## src/rtl/control_unit_pkg.sv

```systemverilog
// Shared encodings for the instruction decoder: opcodes, function codes,
// ALU operations, next-PC selects and the packed control bundle.
package control_unit_pkg;

    localparam logic [5:0] OP_RTYPE = 6'b000000;
    localparam logic [5:0] OP_SHIFT = 6'b000010;
    localparam logic [5:0] OP_ADDI  = 6'b000101;
    localparam logic [5:0] OP_ANDI  = 6'b001001;
    localparam logic [5:0] OP_ORI   = 6'b001010;
    localparam logic [5:0] OP_XORI  = 6'b001100;
    localparam logic [5:0] OP_LW    = 6'b001101;
    localparam logic [5:0] OP_SW    = 6'b001110;
    localparam logic [5:0] OP_BEQ   = 6'b001111;
    localparam logic [5:0] OP_BNE   = 6'b010000;
    localparam logic [5:0] OP_J     = 6'b010010;

    localparam logic [5:0] FUNC_ADD = 6'b000001;
    localparam logic [5:0] FUNC_SUB = 6'b000010;
    localparam logic [5:0] FUNC_AND = 6'b000011;
    localparam logic [5:0] FUNC_OR  = 6'b000100;
    localparam logic [5:0] FUNC_XOR = 6'b000101;

    localparam logic [5:0] FUNC_SLL = 6'b000001;
    localparam logic [5:0] FUNC_SRL = 6'b000010;
    localparam logic [5:0] FUNC_SRA = 6'b000011;

    localparam logic [2:0] ALUC_ADD = 3'b000;
    localparam logic [2:0] ALUC_SUB = 3'b001;
    localparam logic [2:0] ALUC_AND = 3'b010;
    localparam logic [2:0] ALUC_OR  = 3'b011;
    localparam logic [2:0] ALUC_XOR = 3'b100;
    localparam logic [2:0] ALUC_SLL = 3'b101;
    localparam logic [2:0] ALUC_SRL = 3'b110;
    localparam logic [2:0] ALUC_SRA = 3'b111;

    localparam logic [1:0] PCSRC_PC4    = 2'b00;
    localparam logic [1:0] PCSRC_BRANCH = 2'b01;
    localparam logic [1:0] PCSRC_RSVD   = 2'b10;
    localparam logic [1:0] PCSRC_JUMP   = 2'b11;

    typedef struct packed {
        logic       wreg;
        logic       m2reg;
        logic       wmem;
        logic [2:0] aluc;
        logic       regrt;
        logic       aluimm;
        logic       sext;
        logic [1:0] pcsource;
        logic       shift;
    } ctrl_t;

endpackage

```

## src/rtl/control_decode.sv

```systemverilog
// Combinational instruction decode: op/func/rsrtequ to the control bundle.
// Anything not recognised falls through to the all-zero NOP bundle.
module control_decode
    import control_unit_pkg::*;
(
    input  logic [5:0] op,
    input  logic [5:0] func,
    input  logic       rsrtequ,
    output ctrl_t      ctrl
);

    always_comb begin
        ctrl = '0;
        case (op)
            OP_RTYPE: begin
                ctrl.wreg = 1'b1;
                case (func)
                    FUNC_ADD: ctrl.aluc = ALUC_ADD;
                    FUNC_SUB: ctrl.aluc = ALUC_SUB;
                    FUNC_AND: ctrl.aluc = ALUC_AND;
                    FUNC_OR:  ctrl.aluc = ALUC_OR;
                    FUNC_XOR: ctrl.aluc = ALUC_XOR;
                    default:  ctrl = '0;
                endcase
            end
            OP_SHIFT: begin
                ctrl.wreg  = 1'b1;
                ctrl.shift = 1'b1;
                case (func)
                    FUNC_SLL: ctrl.aluc = ALUC_SLL;
                    FUNC_SRL: ctrl.aluc = ALUC_SRL;
                    FUNC_SRA: ctrl.aluc = ALUC_SRA;
                    default:  ctrl = '0;
                endcase
            end
            OP_ADDI: begin
                ctrl.wreg   = 1'b1;
                ctrl.regrt  = 1'b1;
                ctrl.aluimm = 1'b1;
                ctrl.sext   = 1'b1;
                ctrl.aluc   = ALUC_ADD;
            end
            OP_ANDI, OP_ORI, OP_XORI: begin
                ctrl.wreg   = 1'b1;
                ctrl.regrt  = 1'b1;
                ctrl.aluimm = 1'b1;
                ctrl.aluc   = (op == OP_ANDI) ? ALUC_AND :
                              (op == OP_ORI)  ? ALUC_OR  : ALUC_XOR;
            end
            OP_LW: begin
                ctrl.wreg   = 1'b1;
                ctrl.m2reg  = 1'b1;
                ctrl.regrt  = 1'b1;
                ctrl.aluimm = 1'b1;
                ctrl.sext   = 1'b1;
                ctrl.aluc   = ALUC_ADD;
            end
            OP_SW: begin
                ctrl.wmem   = 1'b1;
                ctrl.aluimm = 1'b1;
                ctrl.sext   = 1'b1;
                ctrl.aluc   = ALUC_ADD;
            end
            // Branch compare result only steers the next-PC select.
            OP_BEQ: begin
                ctrl.sext     = 1'b1;
                ctrl.aluc     = ALUC_SUB;
                ctrl.pcsource = rsrtequ ? PCSRC_BRANCH : PCSRC_PC4;
            end
            OP_BNE: begin
                ctrl.sext     = 1'b1;
                ctrl.aluc     = ALUC_SUB;
                ctrl.pcsource = rsrtequ ? PCSRC_PC4 : PCSRC_BRANCH;
            end
            OP_J: begin
                ctrl.pcsource = PCSRC_JUMP;
            end
            default: ctrl = '0;
        endcase
    end

endmodule

```

## src/rtl/control_unit.sv

```systemverilog
// Decode-to-execute control register: decodes op/func/rsrtequ each cycle
// and presents the control bundle one clock later.
module control_unit
    import control_unit_pkg::*;
(
    input  logic       clk,
    input  logic       rst,
    input  logic       rsrtequ,
    input  logic [5:0] op,
    input  logic [5:0] func,
    output logic       wreg,
    output logic       m2reg,
    output logic       wmem,
    output logic [2:0] aluc,
    output logic       regrt,
    output logic       aluimm,
    output logic       sext,
    output logic [1:0] pcsource,
    output logic       shift
);

    ctrl_t ctrl_p0;
    ctrl_t ctrl_p1;

    control_decode u_decode (
        .op      (op),
        .func    (func),
        .rsrtequ (rsrtequ),
        .ctrl    (ctrl_p0)
    );

    // Stage p0 -> p1: decode result captured; reset clears the whole bundle.
    always_ff @(posedge clk or posedge rst) begin
        if (rst) begin
            ctrl_p1 <= '0;
        end else begin
            ctrl_p1 <= ctrl_p0;
        end
    end

    assign wreg     = ctrl_p1.wreg;
    assign m2reg    = ctrl_p1.m2reg;
    assign wmem     = ctrl_p1.wmem;
    assign aluc     = ctrl_p1.aluc;
    assign regrt    = ctrl_p1.regrt;
    assign aluimm   = ctrl_p1.aluimm;
    assign sext     = ctrl_p1.sext;
    assign pcsource = ctrl_p1.pcsource;
    assign shift    = ctrl_p1.shift;

endmodule

```

## config.mk

```make
export PLATFORM = sky130hd
export DESIGN_NAME = control_unit
export DESIGN_NICKNAME = d
export VERILOG_FILES = /design/src/rtl/control_unit_pkg.sv /design/src/rtl/control_decode.sv /design/src/rtl/control_unit.sv
export SDC_FILE = /design/constraint.sdc
export NUM_CORES = 1
export LEC_CHECK = 0
export ABC_AREA = 1
export CORE_MARGIN = 2
export CORE_UTILIZATION = 45
export DETAILED_ROUTE_END_ITERATION = 12
export DONT_BUFFER_PORTS = 1
export GPL_TIMING_DRIVEN = 0
export HOLD_SLACK_MARGIN = 0.02
export PLACE_DENSITY_LB_ADDON = 0.12
export REMOVE_ABC_BUFFERS = 1
export SYNTH_ARGS = -nofsm -noshare
export SYNTH_HDL_FRONTEND = slang
export SYNTH_SLANG_ARGS = --single-unit
```

## constraint.sdc

```tcl
create_clock -name clk -period 0.8 [get_ports clk]
set_input_delay 0.16 -clock clk [delete_from_list [all_inputs] [get_ports clk]]
set_output_delay 0.16 -clock clk [all_outputs]
set_load 0.01 [all_outputs]
```

; After elaboration in Yosys (flattened, before gate mapping)
; Index checks and enable logic that the tools add are counted.
[word_totals]
register_bits = 12
inputBits = 15
[classes]
eq_ne = 15
n_reduce_logical = 8
mux = 18
[op_table]
columns = op, count
row1 = equality test 6 x 4 -> 1 bit (second input constant), 6
row2 = case mux 3 bit (4 select lines), 2
row3 = equality test 6 x 2 -> 1 bit (second input constant), 3
row4 = equality test 6 x 3 -> 1 bit (second input constant), 3
row5 = OR reduction 5 bit, 3
row6 = equality test 6 x 5 -> 1 bit (second input constant), 2
row7 = two-way mux 3 bit, 4
row8 = case mux 1 bit (3 select lines), 3
row9 = case mux 3 bit (3 select lines), 1
row10 = case mux 2 bit (4 select lines), 1
row11 = equality test 6 x 1 -> 1 bit (second input constant), 1
row12 = logical NOT 6 bit, 1
row13 = case mux 1 bit (2 select lines), 3
row14 = OR reduction 3 bit, 2
row15 = OR reduction 6 bit, 1
row16 = two-way mux 1 bit, 4
row17 = OR reduction 2 bit, 1

; Longest topological paths before layout
; Gate-level depths: netlist of the first run.
[depth]
word_depth = 4
depth_mapped = 7
ltp_nobuf = 7

; Hierarchy
; A second synthesis of the first run with hierarchy kept.
[unflattened]
cells_unflattened = 86
area_unflattened_um2 = 676.9
[modules_own_cells]
columns = mod, instances, cells_each, area_per_inst_um2, seq_area_each_um2
row1 = control_decode, 1, 73, 372.9, 0.0
row2 = control_unit, 1, 13, 304.0, 300.3

; Worst setup path after synthesis of the first run
; Ideal clock, no wire load.
[synth_path]
kind = input port to flip-flop
start = input port func[5]
end = register ctrl_p1, in the netlist wreg
cell_stages = 7
required_time_ns = 0.735
setup_slack_ns = 0.032
path_buffers = 0
t_arrival_ns = 0.703
setup_ns = 0.065
path_cell_list = nor2_2 > nand2_1 > nor2_1 > inv_1 > nand2_1 > nand2_1 > nand2_1
[synth_rtl]
columns = element, line_no
row1 = "start, declared", control_unit.sv:10  ; input logic [5:0] func,
row2 = "end signal, assigned", control_unit.sv:37  ; ctrl_p1 <= ctrl_p0;
row3 = "end, declared", control_unit.sv:23  ; ctrl_t ctrl_p1;

; Worst setup path after layout of the first run
[layout_path]
start = register ctrl_p1, in the netlist aluc[2]
end = output port aluc[2]
[layout_rtl]
columns = element, line_no
row1 = "end, declared", control_unit.sv:14  ; output logic [2:0] aluc,
; No word-level cell between the ends.

==> key figures, run 1 <==
Final layout
  • Post-Layout Cell Count: 123
  • Layout Nets: around 120
  • Area growth from synthesis to layout: 8.87%
  • Most common cell after layout, fill and taps aside: nand2_1
  • Fillcell total: roughly 140
  • Share of post-route cells with drive strength above 1: 0.140
  • Final Core Density: 0.516
  • Diodes inserted: 0
  • Commonest cells after routing, fill and taps aside: nand2_1, inv_1, nand3_1

STA
  • Setup ws final: -0.0261 ns
  • RSZ-0062 raised after global routing: yes
  • Final Max Slew Viols: 0
  • Fin crit share: 1.03
  • Final min period: ~0.83 ns
  • Final setup vio count: 12
  • Max-slew headroom: 0.721
  • Maximum clock rate: ~1.2 GHz
  • Slew @ Worst Pin: roughly 0.42 ns
  • Final Hold Vio Count: 0

Clock network
  • Total CTS buffers: 3
  • Post_cts resized: 0
  • Clock sinks: 12
  • H-tree depth: 1
  • CTS tree: built
  • CTS root buf: clkbuf_4
  • Clock Tree Buf Depth: 2
  • Post-CTS setup buffers: 0
  • Clock Pin Slew Worst Setup and Hold Paths: ~0.060 ns

Yosys
  • Synth Area in Simple Gates: 0.438
  • Syn_area_per_cell: approximately 7 um^2
  • Post-Synth XOR/XNOR Area: 0
  • Compound-cell area share of the yosys netlist: 0.0355
  • Ys Warns: 0
  • Gate Count Post-Synth: 102
  • Adder-cell share of the synthesized area: 0
  • Sequential area share after synthesis: 0.426
  • Yosys reg bits: 12
  • Distinct cell type count after synthesis: 14
  • Fraction of synthesized area in multiplexers: 0
  • Combinational family with the most area after synthesis: simple AND/OR/NAND/NOR gates
  • Synth Cell Area: about 710 um^2

Floorplan
  • Die area: 1900 um^2
  • Ports: 27
  • Num rows: 14
  • Area of the core: approximately 1500 um^2
  • Die H: 43.6 um
  • Initial Util: 0.474
  • Die width: around 44 um

Global route
  • Vias in the first global route: roughly 530
  • Largest net degree at the start of global routing: 13
  • Initial antenna violation count: 0
  • Global-route wire length before repair: 2020 um
  • Remaining global-route overflow: 0
  • GRT Util Overall: 0.141

Outcome
  • Outcome: complete, but fails checks
  • Failing checks: negative setup slack

Route
  • Vias after detailed routing: ~610
  • Final wirelength: about 1200 um
  • DR WL/cell: 9.76 um
  • Drt via density: 4.93
  • Routed Antenna Nets: 0
  • Detailed-route DRC error count: 0
  • DRT iter0 DRCs: 15
  • DR pass1 iterations: 4

Setup path
  • Element type at the critical path end: output port
  • Critical Path RT: between 0.6 and 0.7 ns
  • Maximum fanout along the worst path: 1
  • Startpoint class of the critical path: register
  • CP startpoint: aluc[2]$_DFF_PP0_
  • Worst path arrival time: 0.67 ns
  • Type of the worst setup path: register to output port

Placement
  • GPL Wtd Cong: roughly 0.87
  • DP Worst Slack: -0.0779 ns
  • Dpl cells: 118
  • IO Port Bufs: 0
  • DP HPWL: around 1000 um

Hold path
  • Worst hold start: rsrtequ
  • Tightest Hold Check Type: primary input to register

Power and ir drop
  • Static leakage: roughly 0.46 nW
  • Pwr dens: roughly 1400 nW/um^2
  • Maximum vdd drop: ~0.00046 V
  • Final Power: between 1 and 1.5 mW

Flow run
  • Max_cap viols: 0
-- final timing paths --
kind | to | slack (ns) | cells after the start
max | aluc[2] | -0.03 | 0
min | pcsource[0]$_DFF_PP0_ | 0.07 | 2
max in group asynchronous | aluimm$_DFF_PP0_ | 0.18 | 2
min in group asynchronous | aluc[2]$_DFF_PP0_ | 0.33 | 2
-- kinds of logic after synthesis --
logic type | Yosys count
buffers and inverters | 19
DFF | 12
and+or+nand+nor | 67
AOI/OAI and AO/OA | 4
-- synthesized netlist by cell type --
master / count / area share
dfrtp_1: 12 / 0.43
inv_1: 17 / 0.090
inv_2: 2 / 0.011
nand2_1: 26 / 0.14
nand2_2: 1 / 0.0089
nand3_1: 16 / 0.11
nand4_1: 1 / 0.0089
nor2_1: 13 / 0.069
nor2_2: 7 / 0.062
nor2_4: 1 / 0.016
nor3_1: 1 / 0.0071
nor3_2: 1 / 0.014
o211ai_1: 2 / 0.021
o21ai_1: 2 / 0.014
-- routing by layer --
| layer | up-vias | track usage | part of all wire |
|---|---|---|---|
| met5 | - | 0 | 0 |
| met4 | 0 | 0.109 | 0.016 |
| met3 | 2 | 0 | 0.051 |
| met2 | 21 | 0.224 | 0.44 |
| met1 | 255 | 0.182 | 0.49 |
| li1 | 328 | - | - |
-- layout make-up --
type,count,area (um^2),share of cell area
multi-input cells,71,334,0.435
well taps,16,20.0,0.0261
clock buffers,3,22.5,0.0293
repair buffers,2,20.0,0.0261
inverters,19,71.3,0.0928
flip-flops and latches,12,300,0.391
-- flip-flops by register name, summed over array words and instances, names as in the netlist --
| signal | count |
|---|---|
| aluc | 3 |
| aluimm | 1 |
| m2reg | 1 |
| pcsource | 2 |
| regrt | 1 |
| sext | 1 |
| shift | 1 |
| wmem | 1 |
| wreg | 1 |
-- what timing repair did --
action	in CTS	in global routing
endpoints found under the hold margin	13	0
hold buffers	2	0
setup endpoints to repair	12	12
-- power breakdown --
part           internal, mW  switching [mW]
sequential            0.621          0.0120
combinational        0.0417          0.0825
clock                 0.174           0.167
-- through the flow --
stage	TNS, ns	hold slack (ns)	instance area (um^2)
after floorplan	0	0.0247	706
after global placement	-0.252	0.0609	726
after detailed placement	-0.303	0.0652	726
after CTS	-0.329	0.0687	768
after global routing	-0.450	0.0941	768
final	-0.233	0.0736	768
No activity file was read; power rests on OpenSTA's default activity.
==> inputs of run 2 (changes only) <==
Settings changed: CORE_MARGIN 2 to 10.
==> run 2 against run 1 <==
Effect of this change: the flow still finishes with violations (negative setup slack); sequential cell count stayed put; non-clock buffer count stayed put; combinational power hardly changed; wire length is 21% higher; worst setup slack worse by 0.0024 ns; cell count stayed put.
==> key figures, run 2 (synthesized netlist as in run 1, its figures left out) <==
Outcome
  • Outcome: complete, but fails checks
  • Failing checks: negative setup slack

Clock network
  • Total CTS buffers: 3 (unchanged)
  • Clock Pin Slew Worst Setup and Hold Paths: 0.06 ns (about the same)
  • H-tree depth: 1 (unchanged)
  • CTS tree: built
  • CTS root buf: clkbuf_4
  • Post-CTS setup buffers: 0 (unchanged)
  • Post_cts resized: 0 (unchanged)
  • Clock Tree Buf Depth: 2 (unchanged)
  • Clock sinks: 12 (unchanged)

Setup path
  • Levels on crit path: 0 (unchanged)
  • Startpoint class of the critical path: register
  • Critical Path RT: 0.64 ns (about the same)
  • Maximum fanout along the worst path: 1 (unchanged)
  • Type of the worst setup path: register to output port
  • Element type at the critical path end: output port
  • Worst path arrival time: 0.67 ns (about the same)

Global route
  • Largest net degree at the start of global routing: 13 (unchanged)
  • Initial antenna violation count: 0 (unchanged)
  • Global-route wire length before repair: 2360 um (+17%)
  • GRT Util Overall: 0.0856 (-0.0553)
  • Vias in the first global route: 587 (+9.9%)
  • Remaining global-route overflow: 0 (unchanged)

Placement
  • Dpl cells: 118 (unchanged)
  • Placed cell area: 726 um^2 (unchanged)
  • DP HPWL: 1230 um (+24%)
  • IO Port Bufs: 0 (unchanged)
  • GPL Wtd Cong: 0.842 (-3.4%)

Floorplan
  • Num rows: 14 (unchanged)
  • Area of the core: 1490 um^2 (unchanged)
  • Ports: 27 (unchanged)
  • Die H: 59.6 um (+37%)
  • Die width: 59.6 um (+37%)
  • Die area: 3550 um^2 (+87%)
  • Initial Util: 0.474 (unchanged)

Route
  • Detailed-route DRC error count: 0 (unchanged)
  • Vias after detailed routing: 624 (+3.0%)
  • Met2 WL: 593 um (+12%)
  • Post-Route M1 WL: 642 um (+8.6%)
  • Final wirelength: 1450 um (+21%)
  • DR pass1 iterations: 4 (unchanged)
  • DR WL/cell: 11.8 um (+21%)
  • DRT iter0 DRCs: 16 (+1)
  • Routed Antenna Nets: 0 (unchanged)
  • Drt via density: 5.07 (+3.0%)
  • Routed wire length on met3: 169 um (+180%)
  • Highest Signal Layer: met4

Final layout
  • Area growth from synthesis to layout: 8.87% (unchanged)
  • Largest register FFs: 3 (unchanged)
  • Layout Nets: 124 (unchanged)
  • Final instance area: 768 um^2 (unchanged)
  • Share of post-route cells with drive strength above 1: 0.140 (unchanged)
  • Commonest cells after routing, fill and taps aside: nand2_1, inv_1, nand3_1
  • Post-Layout Cell Count: 123 (unchanged)
  • Diodes inserted: 0 (unchanged)
  • Most common cell after layout, fill and taps aside: nand2_1

STA
  • Hold slack: 0.0719 ns (-0.00171 ns)
  • Maximum clock rate: 1.21 GHz (-0.29%)
  • Final Hold Vio Count: 0 (unchanged)
  • Fin crit share: 1.04 (+0.00299)
  • Max-slew headroom: 0.724 (+0.00288)
  • RSZ-0062 raised after global routing: yes
  • Final TNS setup: -0.260 ns (-0.0278 ns)
  • Slew @ Worst Pin: 0.414 ns (-0.00432 ns)
  • Final setup vio count: 12 (unchanged)
  • Final min period: 0.828 ns (+0.00239 ns)
  • Final Max Slew Viols: 0 (unchanged)
  • Setup ws final: -0.0285 ns (-0.00239 ns)

Power and ir drop
  • Static leakage: 0.460 nW (unchanged)
  • Final Power: 1.10 mW (-0.24%)
  • Maximum vdd drop: 0.000532 V (+15%)
  • Pwr dens: 1430 nW/um^2 (-0.24%)

Hold path
  • Tightest Hold Check Type: primary input to register
  • Worst hold path cell count: 2 (unchanged)

Flow run
  • Max_cap viols: 0 (unchanged)
-- run 2: timing repair --
action / CTS / global route
setup endpoints to repair: 12 / 12
hold endpoints to repair: 13 / 0
hold buffers: 2 / 0
-- run 2: through the flow --
stage | utilization | setup WS [ns]
floorplan | - | 0.0316
global placement | 0.487 | -0.0791
detailed placement | 0.487 | -0.0711
CTS | 0.516 | -0.0435
global route | 0.516 | -0.0498
finish | 0.516 | -0.0285
-- run 2: worst paths after layout --
check                      slack (ns)               endpoint              start
max in group asynchronous        0.18       aluimm$_DFF_PP0_                rst
min in group asynchronous        0.33      aluc[2]$_DFF_PP0_                rst
worst min-delay path             0.07  pcsource[0]$_DFF_PP0_            rsrtequ
worst max-delay path            -0.03                aluc[2]  aluc[2]$_DFF_PP0_
-- run 2: routing by layer --
layer	vias to the layer above	global-route usage
li1	326	-
met1	268	0.100
met2	26	0.126
met3	4	0.0193
met4	0	0.0769
met5	-	0
-- run 2: report_power, final --
group	switching, mW	internal, mW
registers	0.0131	0.621
clock network	0.163	0.173
logic	0.0829	0.0417
total	0.259	0.836
-- run 2: area by class of cell --
type	count	area [um^2]
timing repair buffer	2	20.0
sequential	12	300
inverter	19	71.3
tap	16	20.0
fill	144	721
clock buffer	3	22.5
multi-input combinational	71	334
==> inputs of run 3 (changes only) <==
Settings changed: CELL_PAD_IN_SITES_DETAIL_PLACEMENT set to 1, CELL_PAD_IN_SITES_GLOBAL_PLACEMENT set to 2, CORE_UTILIZATION 45 to 30.
==> run 3 against run 2 <==
Effect of this change: the flow still finishes with violations (negative setup slack); sequential power barely moved; global-route usage fell by 0.29 points; worst hold slack improved by 0.0071 ns; cell count rose by 9.8%; count of clock-buffer cells in the layout did not move; fmax rose by 0.23%; critical path type unchanged.
==> key figures, run 3 (synthesized netlist as in run 1, its figures left out) <==
Clock network
  • CTS tree: built
  • Post_cts resized: 0 (unchanged)
  • CTS root buf: clkbuf_4
  • Clock Pin Slew Worst Setup and Hold Paths: 0.06 ns (about the same)
  • Clock Tree Buf Depth: 2 (unchanged)
  • H-tree depth: 1 (unchanged)
  • Total CTS buffers: 3 (unchanged)
  • Clock sinks: 12 (unchanged)

Final layout
  • Final instance area: 783 um^2 (+2.0%)
  • Fillcell total: 302 (+110%)
  • Largest register FFs: 3 (unchanged)
  • Post-Layout Cell Count: 135 (+9.8%)
  • Share of post-route cells with drive strength above 1: 0.140 (unchanged)
  • Commonest cells after routing, fill and taps aside: nand2_1, inv_1, nand3_1
  • Layout Nets: 124 (unchanged)
  • Diodes inserted: 0 (unchanged)
  • Area growth from synthesis to layout: 11.0%
  • Final Core Density: 0.351 (-0.165)
  • Most common cell after layout, fill and taps aside: nand2_1

Floorplan
  • Ports: 27 (unchanged)
  • Initial Util: 0.316 (-0.158)
  • Num rows: 17 (+3)
  • Die width: 68.5 um (+15%)
  • Die area: 4690 um^2 (+32%)
  • Area of the core: 2230 um^2 (+50%)
  • Die H: 68.5 um (+15%)

Setup path
  • Element type at the critical path end: output port
  • Type of the worst setup path: register to output port
  • CP startpoint: pcsource[1]$_DFF_PP0_
  • Startpoint class of the critical path: register
  • Worst path arrival time: 0.67 ns (about the same)
  • Critical Path RT: 0.64 ns (about the same)
  • Maximum fanout along the worst path: 1 (unchanged)

Power and ir drop
  • Static leakage: 0.460 nW (unchanged)
  • Maximum vdd drop: 0.000630 V (+18%)
  • Final Power: 1.09 mW (-0.26%)
  • Pwr dens: 1390 nW/um^2 (-2.2%)

Placement
  • GPL Wtd Cong: 0.676 (-20%)
  • DP Worst Slack: -0.117 ns (-0.0457 ns)
  • Dpl cells: 130 (+10%)
  • DP HPWL: 1580 um (+28%)
  • IO Port Bufs: 0 (unchanged)
  • Placed cell area: 741 um^2 (+2.1%)

Route
  • Drt via density: 4.55 (-10%)
  • Vias after detailed routing: 614 (-1.6%)
  • Routed Antenna Nets: 0 (unchanged)
  • DR WL/cell: 13.0 um (+9.9%)
  • DR pass1 iterations: 2 (-2)
  • Final wirelength: 1750 um (+21%)
  • DRT iter0 DRCs: 29 (+13)
  • Detailed-route DRC error count: 0 (unchanged)

STA
  • Hold slack: 0.0790 ns (+0.00712 ns)
  • Final Max Slew Viols: 0 (unchanged)
  • Max-slew headroom: 0.720 (-0.00403)
  • Final min period: 0.827 ns (-0.00192 ns)
  • Setup ws final: -0.0266 ns (+0.00192 ns)
  • Final TNS setup: -0.256 ns (+0.00436 ns)
  • Maximum clock rate: 1.21 GHz (+0.23%)
  • RSZ-0062 raised after global routing: yes
  • Fin crit share: 1.03 (-0.00240)
  • Final Hold Vio Count: 0 (unchanged)
  • Slew @ Worst Pin: 0.420 ns (+0.00603 ns)
  • Final setup vio count: 12 (unchanged)

Global route
  • Largest net degree at the start of global routing: 13 (unchanged)
  • Global-route wire length before repair: 2970 um (+26%)
  • Initial antenna violation count: 0 (unchanged)
  • GRT Util Overall: 0.0827 (-0.00290)
  • Remaining global-route overflow: 0 (unchanged)
  • Vias in the first global route: 677 (+15%)

Hold path
  • Worst hold start: rsrtequ
  • Tightest Hold Check Type: primary input to register

Outcome
  • Outcome: complete, but fails checks
  • Failing checks: negative setup slack

Flow run
  • Max_cap viols: 0 (unchanged)
run 3: cell counts in the layout (fill, tap and decap cells not counted):
Identical to the previous run, type by type.
run 3: final cells by class:
| class | count | area [um^2] | share of cell area |
|---|---|---|---|
| Multi-Input combinational cell | 71 | 334 | 0.427 |
| Sequential cell | 12 | 300 | 0.383 |
| Inverter | 19 | 71.3 | 0.0911 |
| Tap cell | 28 | 35.0 | 0.0447 |
| Clock buffer | 3 | 22.5 | 0.0288 |
| Timing Repair Buffer | 2 | 20.0 | 0.0256 |
run 3: routing by layer:
layer  share of wire  GRT usage  wire, um  up-vias
li1                -          -         -      323
met1            0.43     0.0915       747      267
met2            0.44      0.126       763       22
met3            0.13     0.0386       224        2
met4          0.0097     0.0528        17        0
met5               0          0         0        -
run 3: path summary, 6_finish.rpt:
| check | to | slack, ns | cells past startpoint |
|---|---|---|---|
| max in group asynchronous | aluc[0]$_DFF_PP0_ | 0.18 | 2 |
| min in group asynchronous | aluimm$_DFF_PP0_ | 0.33 | 2 |
| setup / recovery | pcsource[1] | -0.03 | 0 |
| hold / removal | pcsource[0]$_DFF_PP0_ | 0.08 | 2 |
run 3: what timing repair did:
item	CTS	global route
setup endpoints to repair	12	12
gates cloned	0	0
hold endpoints to repair	13	0
buffers inserted	0	0
hold buffers	2	0
run 3: power by group:
part | switching (mW) | total [mW] | internal (mW)
logic | 0.0863 | 0.128 | 0.0418
registers | 0.0135 | 0.635 | 0.621
clock network | 0.156 | 0.329 | 0.173
==> edit (settings of run 3) <==
Put a register stage on the output `pcsource`, with the module's reset. The value now appears one clock later. The other outputs are not delayed to match.
--- a/src/rtl/control_unit.sv
+++ b/src/rtl/control_unit.sv
@@ -18,6 +18,8 @@
     output logic [1:0] pcsource,
     output logic       shift
 );
+
+    logic [1:0] pcsource_d;
 
     ctrl_t ctrl_p0;
     ctrl_t ctrl_p1;
@@ -45,8 +47,16 @@
     assign regrt    = ctrl_p1.regrt;
     assign aluimm   = ctrl_p1.aluimm;
     assign sext     = ctrl_p1.sext;
-    assign pcsource = ctrl_p1.pcsource;
+    assign pcsource_d = ctrl_p1.pcsource;
     assign shift    = ctrl_p1.shift;
+
+    always_ff @(posedge clk or posedge rst) begin
+        if (rst) begin
+            pcsource <= '0;
+        end else begin
+            pcsource <= pcsource_d;
+        end
+    end
 
 endmodule
 
Behaviour: not the same (Yosys sat finds a counterexample within 4 cycles, from zero or initial values and one cycle with rst high).
==> edit against run 3 <==
The flow still finishes with violations (setup timing). Combinational power is 4% higher. Count of clock-buffer cells in the layout stayed put. Total power is 12% higher. Routed wire length is 2.1% higher. Sequential share of layout area is 3.4 points higher. Setup slack worse by 8.5 ps. Sequential cell count is 2 higher. Design area is 7.2% higher. Global-route usage is 0.67 points lower. Fmax is 1.0% lower. First-iteration DRC count is 21% lower. Area after synthesis is 7.1% higher. Largest cell class is now sequential cells.
==> edit: results (changes against run 3) <==
### Run status
* complete, but fails checks — result of the run
* setup timing — violations in the final reports

### Power and ir drop
* 0.235 — fraction of power spent switching nets, about the same
* 0.288 mW — power dissipated by switching net loads, +12%
* 0.482 nW — leakage, +4.9%
* 0.666 mV — highest ir drop seen on vdd, +5.7%
* 0.737 mW — sequential power, +16%

### Synth
* 7.27 um2 — Post-Synthesis Mean Instance Area, +5.0%
* 0.464 — portion of the post-synthesis area used by sequential elements, +0.0380
* nand2_1, inv_1, nand3_1 — most frequent cells after synthesis
* dfrtp_1, nand2_1, nand3_1 — top cells by area, synth

### Worst setup path
* wreg — startpoint of the worst setup timing path
* wreg — Setup crit end

### Routing
* 166 um — met3 WL, -26%
* 4 — Pre-Repair DR Iteration Count, +2
* 4.65 — via density per instance, +2.3%
* 23 — starting DRC count in detailed routing, -21%
* 1.79 mm — WL final, +2.1%
* 837 um — met1 routed wirelength after detailed routing, +12%

### Timing
* 324 ps — transition time at the pin with the least slew margin, -96.1 ps
* -35.1 ps — worst setup slack after layout, -8.51 ps
* 72.3 ps — Fin Hold WS, -6.71 ps
* 12 — endpoints failing setup, unchanged

### Place
* 0.780 — final estimated routing congestion in global placement, +15%
* -113 ps — worst-case setup slack after placement, +4.18 ps
* 1.57 mm — hpwl dp, -0.49%

### Global route
* 0.0960 — met1 Resource Use GR, +0.00454
* 15 — maximum number of pins on one net before global-route repair, +2
* 0.0325 — met3 Use GR, -0.00616
* 0.106 — GR Util met2, -0.0198
* 670 — vias in the first global route, -1.0%

### Layout
* 317 — layout filler cell count, +5.0%
* 126 — net count of the finished layout, +1.6%
* 0.147 — fraction of layout instances using a drive strength above 1, +0.00660
* 139 — number of cells in the finished layout apart from fillers, +3.0%
* 3 — number of flip-flops under the largest register name, unchanged

### Worst hold path
* pcsource_d[0] — end point of the most critical hold path

### CTS
* 70 ps — Clk pin slew, worst setup/hold paths

### Die
* 0.00243 mm2 — standard cell core area, +8.9%

## edit: through the flow
step | TNS [ps] | area (um2) | util
5_1_grt | -800 | 840 | 0.345
6_report | -355 | 840 | 0.345
3_3_place_gp | -655 | 793 | 0.326
2_1_floorplan | 0 | 756 | -
4_1_cts | -564 | 836 | 0.344
3_5_place_dp | -584 | 793 | 0.326
## edit: kinds of logic (layout without fill, tap and decap cells)
family                 Yosys count  after routing  synth area share
DFF                             14             14             0.464
buffers and inverters           19             24            0.0944
AOI/OAI and AO/OA                4              4            0.0331
and+or+nand+nor                 67             67             0.409
## edit: area by class of cell
type / instances / area share
sequential: 14 / 0.417
inverter: 19 / 0.0894
multi-input combinational: 71 / 0.398
timing repair buffer: 2 / 0.0238
tap: 30 / 0.0447
clock buffer: 3 / 0.0268
## edit: what timing repair did
action | CTS | global route
setup buffers | 0 | 0
gates resized for setup | 0 | 1
hold buffers | 2 | 0
cloned | 0 | 0
endpoints found under the setup margin | 12 | 26
endpoints found under the hold margin | 15 | 0
